$ cat src/rtl/inst_sched_pkg.sv
// Shared types and sizing helpers for the round-robin instance scheduler.
package inst_sched_pkg;

  typedef enum logic {
    IDLE = 1'b0,
    BUSY = 1'b1
  } sched_state_t;

  localparam int DEF_NUM_REQ = 5;
  localparam int DEF_ID_W    = $clog2(DEF_NUM_REQ);

  // Index width that never collapses to zero bits for a single requester.
  function automatic int id_width(input int n);
    return (n > 1) ? $clog2(n) : 1;
  endfunction

endpackage

$ cat src/rtl/inst_rr_pick.sv
// Combinational round-robin picker: first set req bit scanning upward from ptr+1, wrapping.
module inst_rr_pick
  import inst_sched_pkg::*;
#(
  parameter int NUM_REQ = DEF_NUM_REQ,
  parameter int ID_W    = id_width(NUM_REQ)
) (
  input  logic [NUM_REQ-1:0] req,
  input  logic [ID_W-1:0]    ptr,
  output logic [NUM_REQ-1:0] win_onehot,
  output logic [ID_W-1:0]    win_id,
  output logic               win_valid
);

  always_comb begin
    int idx;
    idx        = 0;
    win_onehot = '0;
    win_id     = '0;
    win_valid  = 1'b0;
    // Offset NUM_REQ lands back on ptr itself, so the last holder has lowest priority.
    for (int k = 1; k <= NUM_REQ; k++) begin
      idx = (int'(ptr) + k) % NUM_REQ;
      if (!win_valid && req[idx]) begin
        win_valid       = 1'b1;
        win_id          = ID_W'(idx);
        win_onehot[idx] = 1'b1;
      end
    end
  end

endmodule

$ cat src/rtl/inst_rr_sched.sv
// Round-robin scheduler granting one leaf instance at a time until it signals done.
// Optional grant timeout enabled by defining INST_SCHED_TIMEOUT_EN.
module inst_rr_sched
  import inst_sched_pkg::*;
#(
  parameter int NUM_REQ        = DEF_NUM_REQ,
  parameter int TIMEOUT_CYCLES = 16
) (
  input  logic                          clk,
  input  logic                          rst,
  input  logic [NUM_REQ-1:0]            req,
  input  logic [NUM_REQ-1:0]            done,
  output logic [NUM_REQ-1:0]            gnt,
  output logic [id_width(NUM_REQ)-1:0]  gnt_id,
  output logic                          busy
`ifdef INST_SCHED_TIMEOUT_EN
  ,
  output logic                          timeout_err
`endif
);

  localparam int ID_W = id_width(NUM_REQ);

  sched_state_t       state_reg;
  logic [NUM_REQ-1:0] gnt_reg;
  logic [ID_W-1:0]    gnt_id_reg;
  logic [ID_W-1:0]    ptr_reg;
  logic               busy_reg;

  logic [NUM_REQ-1:0] win_onehot;
  logic [ID_W-1:0]    win_id;
  logic               win_valid;
  logic [NUM_REQ-1:0] done_mask;
  logic               done_hit;

`ifdef INST_SCHED_TIMEOUT_EN
  localparam int CNT_W = id_width(TIMEOUT_CYCLES);
  localparam logic [CNT_W-1:0] CNT_LAST = CNT_W'(TIMEOUT_CYCLES - 1);

  logic [CNT_W-1:0] cnt_reg;
  logic             timeout_err_reg;
`endif

  inst_rr_pick #(
    .NUM_REQ (NUM_REQ),
    .ID_W    (ID_W)
  ) u_pick (
    .req        (req),
    .ptr        (ptr_reg),
    .win_onehot (win_onehot),
    .win_id     (win_id),
    .win_valid  (win_valid)
  );

  // Only the current holder's done bit can end a grant; gnt is zero in IDLE.
  for (genvar gi = 0; gi < NUM_REQ; gi++) begin : g_done_mask
    assign done_mask[gi] = done[gi] & gnt_reg[gi];
  end
  assign done_hit = |done_mask;

  always_ff @(posedge clk or posedge rst) begin
    if (rst) begin
      state_reg  <= IDLE;
      gnt_reg    <= '0;
      gnt_id_reg <= '0;
      busy_reg   <= 1'b0;
      ptr_reg    <= ID_W'(NUM_REQ - 1);
`ifdef INST_SCHED_TIMEOUT_EN
      cnt_reg         <= '0;
      timeout_err_reg <= 1'b0;
`endif
    end else begin
`ifdef INST_SCHED_TIMEOUT_EN
      timeout_err_reg <= 1'b0;
`endif
      case (state_reg)
        IDLE: begin
          if (win_valid) begin
            state_reg  <= BUSY;
            gnt_reg    <= win_onehot;
            gnt_id_reg <= win_id;
            ptr_reg    <= win_id;
            busy_reg   <= 1'b1;
`ifdef INST_SCHED_TIMEOUT_EN
            cnt_reg    <= '0;
`endif
          end
        end
        BUSY: begin
          if (done_hit) begin
            state_reg <= IDLE;
            gnt_reg   <= '0;
            busy_reg  <= 1'b0;
          end
`ifdef INST_SCHED_TIMEOUT_EN
          // Forced release leaves ptr alone so the stalled holder keeps its slot in the rotation.
          else if (cnt_reg == CNT_LAST) begin
            state_reg       <= IDLE;
            gnt_reg         <= '0;
            busy_reg        <= 1'b0;
            timeout_err_reg <= 1'b1;
          end else begin
            cnt_reg <= cnt_reg + CNT_W'(1);
          end
`endif
        end
        default: begin
          state_reg <= IDLE;
          gnt_reg   <= '0;
          busy_reg  <= 1'b0;
        end
      endcase
    end
  end

  assign gnt    = gnt_reg;
  assign gnt_id = gnt_id_reg;
  assign busy   = busy_reg;
`ifdef INST_SCHED_TIMEOUT_EN
  assign timeout_err = timeout_err_reg;
`endif

endmodule

$ cat config.mk
export PLATFORM = sky130hd
export DESIGN_NAME = inst_rr_sched
export DESIGN_NICKNAME = d
export VERILOG_FILES = /design/src/rtl/inst_sched_pkg.sv /design/src/rtl/inst_rr_pick.sv /design/src/rtl/inst_rr_sched.sv
export SDC_FILE = /design/constraint.sdc
export NUM_CORES = 1
export LEC_CHECK = 0
export ABC_AREA = 0
export CAP_MARGIN = 20
export CELL_PAD_IN_SITES_DETAIL_PLACEMENT = 0
export CELL_PAD_IN_SITES_GLOBAL_PLACEMENT = 1
export CORE_AREA = 10 10 95 97
export DETAILED_ROUTE_END_ITERATION = 16
export DIE_AREA = 0 0 105 107
export GPL_ROUTABILITY_DRIVEN = 0
export PLACE_DENSITY_LB_ADDON = 0.08
export REMOVE_ABC_BUFFERS = 1
export SLEW_MARGIN = 15
export SYNTH_ARGS = -nofsm -noshare
export SYNTH_HDL_FRONTEND = slang
export SYNTH_SLANG_ARGS = --single-unit
$ cat constraint.sdc
create_clock -name clk -period 7.45 [get_ports clk]
set_clock_uncertainty 0.05 [all_clocks]
set_input_delay 1.8625 -clock clk [delete_from_list [all_inputs] [get_ports clk]]
set_output_delay 1.8625 -clock clk [all_outputs]
set_load 0.02 [all_outputs]
==> key figures <==
Outcome
  • Status: finished, final reports clean

Clock network
  • Setup Fix Bufs, Post-CTS: 0
  • Clock sink total: 11
  • CTS Buffer Depth: 2
  • Cts repair resizes: 0
  • CTS tree: done
  • Worst-Skew Late Latency: 240 ps
  • Htree depth: 1
  • CTS Hold Bufs: 0
  • Clock Tree Root: clkbuf_8
  • CTS Buf Count: 3
  • Clock slew at reported path FFs: 50 ps

Place
  • Placement Setup Slack: 1490 ps
  • Final HPWL DP: 7330 microns
  • Dpl cell area: 0.00339 sq mm
  • Port bufs: 20

Die
  • Die Height: 107 microns
  • Core ar.: 0.00714 sq mm
  • Number of I/O pins: 21
  • # rows: 31
  • Die area: 0.0112 sq mm
  • Starting Density: 44.1%
  • Die Width: 105 microns

GRT
  • Largest net degree at the start of global routing: 46
  • Global routing usage on met2: 26.5%
  • Global Route met1 Usage: 21.8%
  • GRT Util Overall: 16.1%
  • First-pass GRT wire length: 15,400 microns
  • Total grt overflow: 0
  • Vias in the first global route: 2,976
  • Initial antenna violation count: 0
  • Met3 Resource Use GR: 1.86%
  • Most Used Layer, Global Route: met2

Route
  • Routed vias/inst: 6.18
  • ANT nets after route: 0
  • Drt first pass iters: 5
  • DR DRC count: 0
  • 1st-iter DRT viols: 172
  • Avg WL per Cell: 17.8 microns
  • Vias: 3,298
  • Final wirelength: 9510 microns

Timing
  • Max Slew Vio Count: 0
  • FMAX: 166 MHz
  • Worst slew pin tran: 998 ps
  • Setup TNS: 0 ps
  • Max transition margin: 31.7%
  • RSZ-0062 raised after global routing: no
  • Final setup viols: 0
  • Tcrit/Tclk final: 81.1%
  • Final worst setup slack: 1410 ps
  • Final hold violation count: 0
  • Final min period: 6040 ps

Setup path
  • Reg2Reg Launch Point: gnt_id[1]
  • Slowest stage delay, CP: 740 ps
  • Worst Path Required: 7560 ps
  • Arr. time, crit path: 6150 ps
  • Slowest CP cell: o21ai_1
  • FF-to-FF End: gnt_id[1]
  • Startpoint class of the critical path: flop
  • Crit path cell chain: buf_4, inv_1, ha_1, buf_4, clkinv_1, ha_1, nor2_1, a21oi_1, xnor2_1, inv_1, ha_1, nand2b_1, o311ai_1, a21oi_1, or4_1, a21oi_1, o31a_1, nand3_2, o21ai_1, nor2_1, a22oi_1
  • Worst-path fanout max: 21
  • Kind of critical path: reg2reg
  • R2R depth: 21
  • CP Capture Type: flop
  • Reg2Reg Setup Slack: 1410 ps

Synth
  • Mapped cell area: 0.00315 sq mm
  • Most area-consuming cells after synthesis: ha_1 13%, dfrtp_1 8.0%, a21oi_1 4.8%
  • Post-synth top area cell: ha_1
  • Sequential share of the synthesized area: 8.79%
  • Syn avg cell area: 7.35 sq um
  • Primary FF master, synth: dfrtp_1
  • Post-synth EDFFs: 0
  • Top cell type's share of synthesized area: 13.1%
  • YS warnings: 0
  • Yosys cell types: 87
  • #FFs+latches synth: 11
  • Async S/R FF share, synth: 100%
  • Post-Synthesis Cells: 428

Job
  • Max-cap violation count: 0

Layout
  • Largest register FFs: 5
  • Net count, final: 481
  • Cell area after layout: 0.00344 sq mm
  • Number of antenna diodes: 0
  • Area Growth Syn to Fin: 9.27%
  • Layout cells sized above 1: 9.20%

Hold path
  • Hold Path Sink: gnt_id[2]
  • WHS Path Cells: 2
  • HP Start: gnt_id[2]
  • Min-delay worst type: reg2reg
worst max-delay path by stage:
stage,start,endpoint,slack (ps),cells past startpoint
2_1_floorplan,gnt_id[0],gnt_id[2],820,19
6_report,gnt_id[1],gnt_id[1],1410,21
5_1_grt,gnt_id[1],gnt_id[1],790,21
3_3_place_gp,gnt_id[1],gnt_id[1],1660,21
3_5_place_dp,gnt_id[1],gnt_id[1],1490,21
4_1_cts,gnt_id[1],gnt_id[1],1450,21
area by class of cell:
class	count	area [sq um]
inverter	31	119
sequential	11	277
tap	99	124
fill	738	3700
multi-input combinational	365	2640
clock buffer	4	45.0
timing repair buffer	24	230
routing by layer:
layer / vias up / wire [microns]
met1: 1563 / 4570
met4: 0 / 180
li1: 1626 / -
met5: - / 0
met3: 12 / 390
met2: 97 / 4370
metrics by stage:
step	utilization [%]	instances	hold WS (ps)
floorplan	-	407	536
global route	48.2	534	452
finish	48.2	534	420
CTS	48.2	534	426
global placement	47.5	530	425
detailed placement	47.5	530	413
critical path, delay by kind of cell (launching register included):
family	cells	cell delay [ps]
AOI/OAI and AO/OA	7	1860
buffers and inverters	5	1190
and+or+nand+nor	5	1160
xor gates and xnor gates	1	430
DFF	1	320
adders and majority gates	3	920
Yosys cell counts, types with 4 or more instances:
cell type	number
nand2b_1	8
nand2_1	33
inv_1	26
a211oi_1	10
mux2i_1	10
o21a_1	4
a211o_1	4
and2_1	5
a22oi_1	4
ha_1	33
nor2_1	36
o31a_1	4
o21ai_1	5
or4_1	4
nor3_1	24
o211a_1	5
o22ai_1	5
nor4_1	5
nor2b_1	5
mux2_2	4
nand3_1	7
buf_2	8
o21ai_0	21
xnor2_1	10
dfrtp_1	10
and3_1	7
a21oi_1	30
nand4_1	5
clkbuf_1	8
o211ai_1	7
cells in the final DEF (no fill, tap or decap), types with 5 or more instances in the layout:
cell type and n:
nor2_1 36, nand2_1 33, ha_1 33, a21oi_1 30, inv_1 26, nor3_1 24
o21ai_0 21, clkdlybuf4s50_1 20, xnor2_1 10, mux2i_1 10, a211oi_1 10, dfrtp_1 10
nand2b_1 8, and3_1 7, nand3_1 7, o211ai_1 7, nor2b_1 5, o21ai_1 5
nor4_1 5, o211a_1 5, and2_1 5, nand4_1 5, o22ai_1 5
cell families after synthesis:
logic type / after synthesis / share of synthesized area [%]
buffers and inverters: 52 / 7.20
AOI/OAI and AO/OA: 142 / 33.3
muxes: 14 / 4.61
DFF: 11 / 8.79
xor gates and xnor gates: 15 / 5.01
and+or+nand+nor: 161 / 28.0
adders and majority gates: 33 / 13.1
Power is left out: the tool's default activity adds up to more than one toggle a clock period on the data nets, which glitch-free logic cannot reach.
